===== src/rtl/cpu_sequencer_pkg.sv =====
// rtl/cpu_sequencer_pkg.sv - shared widths, opcode/ALU/state enums for the CPU sequencer
package cpuConfig;

    localparam int P_SIZE = 5;
    localparam int O_SIZE = 4;
    localparam int A_SIZE = 2;

    typedef enum logic [O_SIZE-1:0] {
        NOP   = 4'd0,
        LDI   = 4'd1,
        LDS   = 4'd2,
        ADD   = 4'd3,
        ADDI  = 4'd4,
        MUL   = 4'd5,
        MULI  = 4'd6,
        WAIT0 = 4'd7,
        WAIT1 = 4'd8
    } opCode_t;

    typedef enum logic [A_SIZE-1:0] {
        ALU_A   = 2'd0,
        ALU_B   = 2'd1,
        ALU_ADD = 2'd2,
        ALU_MUL = 2'd3
    } aluFunc_t;

    typedef enum logic [1:0] {
        FETCH   = 2'd0,
        EXEC    = 2'd1,
        MULWAIT = 2'd2,
        STALL   = 2'd3
    } seqState_t;

endpackage


===== src/rtl/cpu_sequencer_sync2.sv =====
// rtl/cpu_sequencer_sync2.sv - two-flop synchroniser for a single asynchronous level
module sync2 (
    input  logic clk,
    input  logic reset,
    input  logic i_d,
    output logic o_q
);

    logic r_ff1;
    logic r_ff2;

    always_ff @(posedge clk) begin
        if (reset) begin
            r_ff1 <= 1'b0;
            r_ff2 <= 1'b0;
        end else begin
            r_ff1 <= i_d;
            r_ff2 <= r_ff1;
        end
    end

    assign o_q = r_ff2;

endmodule


===== src/rtl/cpu_sequencer.sv =====
// rtl/cpu_sequencer.sv - FETCH/EXEC instruction sequencer with multiplier and SW8 wait handling
module cpu_sequencer #(
    parameter int P_SIZE = cpuConfig::P_SIZE
) (
    input  logic                clk,
    input  logic                reset,
    input  cpuConfig::opCode_t  opCode,
    input  logic                sw8,
    input  logic                mulDone,
    output logic [P_SIZE-1:0]   pc,
    output cpuConfig::aluFunc_t aluFunc,
    output logic                immSel,
    output logic                swSel,
    output logic                regWe,
    output logic                mulStart,
    output logic                illegal
);

    import cpuConfig::*;

    seqState_t         r_state;
    seqState_t         w_next;
    logic [P_SIZE-1:0] r_pc;
    logic              r_illegal;
    logic              w_pc_inc;
    logic              w_set_illegal;
    logic              w_sw8;

    sync2 u_sync2 (
        .clk   (clk),
        .reset (reset),
        .i_d   (sw8),
        .o_q   (w_sw8)
    );

    always_ff @(posedge clk) begin
        if (reset) begin
            r_state   <= FETCH;
            r_pc      <= '0;
            r_illegal <= 1'b0;
        end else begin
            r_state <= w_next;
            if (w_pc_inc)
                r_pc <= r_pc + {{(P_SIZE-1){1'b0}}, 1'b1};
            if (w_set_illegal)
                r_illegal <= 1'b1;
        end
    end

    // pc is held through MULWAIT/STALL, so opCode stays valid for decode there
    always_comb begin
        w_next        = r_state;
        w_pc_inc      = 1'b0;
        w_set_illegal = 1'b0;
        aluFunc       = ALU_A;
        immSel        = 1'b0;
        swSel         = 1'b0;
        regWe         = 1'b0;
        mulStart      = 1'b0;
        case (r_state)
            FETCH: w_next = EXEC;
            EXEC: begin
                case (opCode)
                    NOP: begin
                        w_pc_inc = 1'b1;
                        w_next   = FETCH;
                    end
                    LDI: begin
                        aluFunc  = ALU_B;
                        immSel   = 1'b1;
                        regWe    = 1'b1;
                        w_pc_inc = 1'b1;
                        w_next   = FETCH;
                    end
                    LDS: begin
                        aluFunc  = ALU_B;
                        swSel    = 1'b1;
                        regWe    = 1'b1;
                        w_pc_inc = 1'b1;
                        w_next   = FETCH;
                    end
                    ADD, ADDI: begin
                        aluFunc  = ALU_ADD;
                        immSel   = (opCode == ADDI);
                        regWe    = 1'b1;
                        w_pc_inc = 1'b1;
                        w_next   = FETCH;
                    end
                    MUL, MULI: begin
                        aluFunc  = ALU_MUL;
                        immSel   = (opCode == MULI);
                        mulStart = 1'b1;
                        w_next   = MULWAIT;
                    end
                    WAIT0, WAIT1: begin
                        if (w_sw8 == (opCode == WAIT1)) begin
                            w_pc_inc = 1'b1;
                            w_next   = FETCH;
                        end else begin
                            w_next = STALL;
                        end
                    end
                    default: begin
                        w_set_illegal = 1'b1;
                        w_pc_inc      = 1'b1;
                        w_next        = FETCH;
                    end
                endcase
            end
            MULWAIT: begin
                aluFunc = ALU_MUL;
                immSel  = (opCode == MULI);
                if (mulDone) begin
                    regWe    = 1'b1;
                    w_pc_inc = 1'b1;
                    w_next   = FETCH;
                end
            end
            STALL: begin
                if (w_sw8 == (opCode == WAIT1)) begin
                    w_pc_inc = 1'b1;
                    w_next   = FETCH;
                end
            end
            default: w_next = FETCH;
        endcase
        // reset overrides decode so an in-flight MUL completion cannot write
        if (reset) begin
            aluFunc  = ALU_A;
            immSel   = 1'b0;
            swSel    = 1'b0;
            regWe    = 1'b0;
            mulStart = 1'b0;
        end
    end

    assign pc      = r_pc;
    assign illegal = r_illegal;

endmodule


===== config.mk =====
export PLATFORM = sky130hd
export DESIGN_NAME = cpu_sequencer
export DESIGN_NICKNAME = d
export VERILOG_FILES = /design/src/rtl/cpu_sequencer_pkg.sv /design/src/rtl/cpu_sequencer_sync2.sv /design/src/rtl/cpu_sequencer.sv
export SDC_FILE = /design/constraint.sdc
export NUM_CORES = 1
export LEC_CHECK = 0
export BUFFER_PORTS_ARGS = -buffer_cell sky130_fd_sc_hd__buf_2
export CAP_MARGIN = 0
export CORE_MARGIN = 5
export CORE_UTILIZATION = 50
export DETAILED_ROUTE_END_ITERATION = 12
export PLACE_DENSITY = 0.76
export SLEW_MARGIN = 15
export SYNTH_ARGS = -nofsm -noshare
export SYNTH_HDL_FRONTEND = slang
export SYNTH_HIERARCHICAL = 1
export SYNTH_SLANG_ARGS = --single-unit

===== constraint.sdc =====
create_clock -name clk -period 2.4 [get_ports clk]
set_input_delay 0.24 -clock clk [delete_from_list [all_inputs] [get_ports clk]]
set_output_delay 0.24 -clock clk [all_outputs]
set_load 0.05 [all_outputs]

==> impl_summary.txt <==
----------------------------------------------------
[Logic synthesis]
  Post-synthesis average cell area ... 8.71 sq um
  Yosys warning count ... 6
  Most instantiated flip-flop cell in the synthesis netlist ... sky130_fd_sc_hd__dfxtp_1
  Gate count of the mapped netlist ... 86
  EDFF count, synth ... 0
  Cell variety after synth ... 35
  Seq/Total Area, Yosys ... 26.7%
  Cell area after synthesis ... 749 sq um
  Number of synthesized register bits ... 10
  Share of flip-flops with an asynchronous set or reset after synthesis ... 0%
  Synthesized Nets ... 99

[Layout]
  Layout net count ... 119
  ANT cells ... 0
  Commonest cells after routing, fill and taps aside ... 19 x sky130_fd_sc_hd__buf_2, 10 x sky130_fd_sc_hd__dfxtp_1, 9 x sky130_fd_sc_hd__nor2_1
  Most common cell after layout, fill and taps aside ... sky130_fd_sc_hd__buf_2
  Layout Area Growth over Synthesis ... 16.5%
  Filler Cells Inserted ... approximately 150
  Fraction of final layout cells with drive strength greater than 1 ... between 30% and 40%

[Placement]
  I/O Buffers ... 19
  Gp weighted congestion ... roughly 0.85
  Post-placement setup slack ... 0.501 ns
  HPWL after detailed placement ... approximately 1100 microns

[Setup path]
  Required time of the critical path ... 2.16 ns
  Beginning of the critical path ... r_state[1]
  Critical path endpoint category ... primary output
  Reg2Reg Capture Point ... pc[0]
  Cell family with most CP delay ... simple AND/OR/NAND/NOR gates
  Critical Path AT ... about 1.9 ns
  Highest-delay cell along the critical path ... sky130_fd_sc_hd__dfxtp_1
  Category of the most critical setup path ... reg -> out
  Worst R2R Setup Slack ... roughly 0.55 ns
  Crit path largest cell delay ... roughly 0.34 ns
  Startpoint of the lowest-slack register-to-register path ... r_state[0]
  FF-to-FF path depth ... 6
  Critical Path Stages ... 5
  Sequence of cells on the critical path ... inv_1 > ha_1 > nor2b_1 > nor4b_2 > buf_2
  CP Capture Point ... swSel
  Worst path bufs/invs ... 2
  Crit path max fanout ... 8
  Startpoint Class ... flop

[Route]
  Drc violations ... 0
  Mean number of vias per cell ... approximately 5.5
  Total Wirelength ... approximately 1500 microns
  Number of DRC markers after the initial detailed-route iteration ... 10
  Remaining number of nets flagged by the antenna check after routing ... 0
  Via count of the routed design ... between 600 and 700
  Length of the first detailed-routing pass in iterations ... 4
  WL per Instance ... between 10 and 15 microns

[Floorplanning]
  Die area ... between 2000 and 2500 sq um
  Die extent in y ... 48.7 microns
  Effective utilization at floorplan ... 50.9%
  Area of the core ... approximately 1500 sq um
  Width of the die ... 48.7 microns
  Boundary pin count ... 20
  Total number of placement rows ... 14

[Timing]
  Fmax ... 0.468 GHz
  Final critical-path setup slack ... 0.263 ns
  Total count of max-transition violations in the final report ... 0
  RSZ-0062 raised after global routing ... false
  Post-layout minimum cycle time ... roughly 2.1 ns
  Worst max-slew margin expressed relative to the limit ... 67.1%
  Setup Total Neg Slack ... 0 ns
  Clock Skews ... 0.0116 ns
  Pin slew with the least headroom to its limit ... 0.493 ns
  Post-route fraction of the period consumed by the critical path ... 89.0%
  Number of hold-slack violations in the final timing report ... 0
  Final setup violation count ... 0

[Global routing]
  Wire length of the first global-routing pass ... approximately 2500 microns
  Gr ovfl total ... 0
  Via count of the first global-routing pass ... 596
  Maximum number of pins on one net before global-route repair ... 16
  Initial antenna violation count ... 0
  GRT Total Usage ... 13.4%

[Hold path]
  Worst hold path cell count ... 2
  Tightest Hold Check Type ... in -> reg

[Pwr]
  LEAKAGE ... 0.376 nW
  Part of the power in combinational logic ... around a fifth
  Peak supply drop ... approximately 0.00035 V
  Share of total power in the clock network ... 36.7%
  Seq pwr share ... 42.2%
  Sw frac ... 28.7%
  Internal Pwr Total ... 0.298 mW
  Reported net switching power ... 0.120 mW
  Power density over the cells ... 479 nW/um^2

[Outcome]
  Result of the run ... completed

[Clock tree]
  Maximum level of the CTS H-tree ... 1
  Clock-pin slew on the worst setup and hold paths ... about 0.070 ns
  Worst skew pair latency ... 0.28 ns
  Root buffer cell ... sky130_fd_sc_hd__clkbuf_4
  CTS tree ... built
  Number of gates resized after cts ... 0
  Number of buffers inserted by hold repair at cts ... 0
  Clock sink count ... 10
  Maximum count of clock buffers along a single path ... 2
  Clock buffers created by TritonCTS ... 3
  # Post-CTS Setup Buffers ... 0

[Run]
  Number of max-cap violations ... 0

----------------------------------------------------
## power groups by stage
stage	registers, mW	logic, mW	clock network (mW)
floorplan	0.189	0.0631	0
global placement	0.180	0.0863	0
detailed placement	0.180	0.0881	0
CTS	0.177	0.0885	0.159
global route	0.178	0.0967	0.169
finish	0.177	0.0882	0.153
## worst min path at each step
| stage | to | slack [ns] | from |
|---|---|---|---|
| after global routing | u_sync2/r_ff1 | 0.21 | sw8 |
| after global placement | u_sync2/o_q | 0.43 | u_sync2/r_ff1 |
| after detailed placement | u_sync2/o_q | 0.43 | u_sync2/r_ff1 |
| after floorplan | u_sync2/o_q | 0.31 | reset |
| after CTS | u_sync2/r_ff1 | 0.18 | sw8 |
| final | u_sync2/r_ff1 | 0.19 | sw8 |
## per-stage QoR
stage          area [sq um]  instances  hold WS (ns)  utilization [%]  total power, mW
2_1_floorplan           756         86         0.312                -            0.252
3_3_place_gp            837        117         0.425             56.9            0.267
3_5_place_dp            837        117         0.428             56.9            0.269
4_1_cts                 873        121         0.180             59.4            0.424
5_1_grt                 873        121         0.213             59.4            0.443
6_report                873        121         0.188             59.4            0.418
## synthesized netlist by cell type (3+ instances only)
cell                        n  area share [%]
sky130_fd_sc_hd__ha_1       5             8.3
sky130_fd_sc_hd__a21oi_1    7             4.7
sky130_fd_sc_hd__nand2b_1   4             3.3
sky130_fd_sc_hd__inv_1      5             2.5
sky130_fd_sc_hd__or3_2      4             4.0
sky130_fd_sc_hd__o21ai_0    3             2.0
sky130_fd_sc_hd__dfxtp_1   10              27
sky130_fd_sc_hd__nor2_1     9             4.5
sky130_fd_sc_hd__nor2b_1    5             4.2
## layout make-up
cell class                 count  area, sq um  share of cell area [%]
tap                           16         20.0                    2.29
clock buffer                   4         36.3                    4.15
timing repair buffer          19         95.1                    10.9
sequential                    10          200                    22.9
inverter                       5         18.8                    2.15
multi-input combinational     67          503                    57.6
## cells by family after synthesis
group | Yosys count | share of synthesized area [%]
AND/OR/NAND/NOR | 39 | 34.7
AO/OA/AOI/OAI | 17 | 15.0
flip-flops | 10 | 26.7
buffers and inverters | 9 | 7.01
adder cells (fa/ha/maj) | 5 | 8.35
XOR/XNOR | 3 | 3.51
multiplexers | 3 | 4.67
## sequential cells by signal, summed over array words and instances, names as in the netlist
| name | cells |
|---|---|
| pc | 5 |
| r_state | 2 |
| illegal | 1 |
| u_sync2/r_ff1 | 1 |
| u_sync2/o_q | 1 |
## per-layer routing
layer  GRT usage, %  up-vias  wire length [microns]
met2           20.9       17                    709
met5              0        -                      0
met1           16.1      297                    683
met4           6.73        0                     31
met3           4.91        5                     83
li1               -      345                      -
Note: power is estimated with default switching activity, not from simulation.
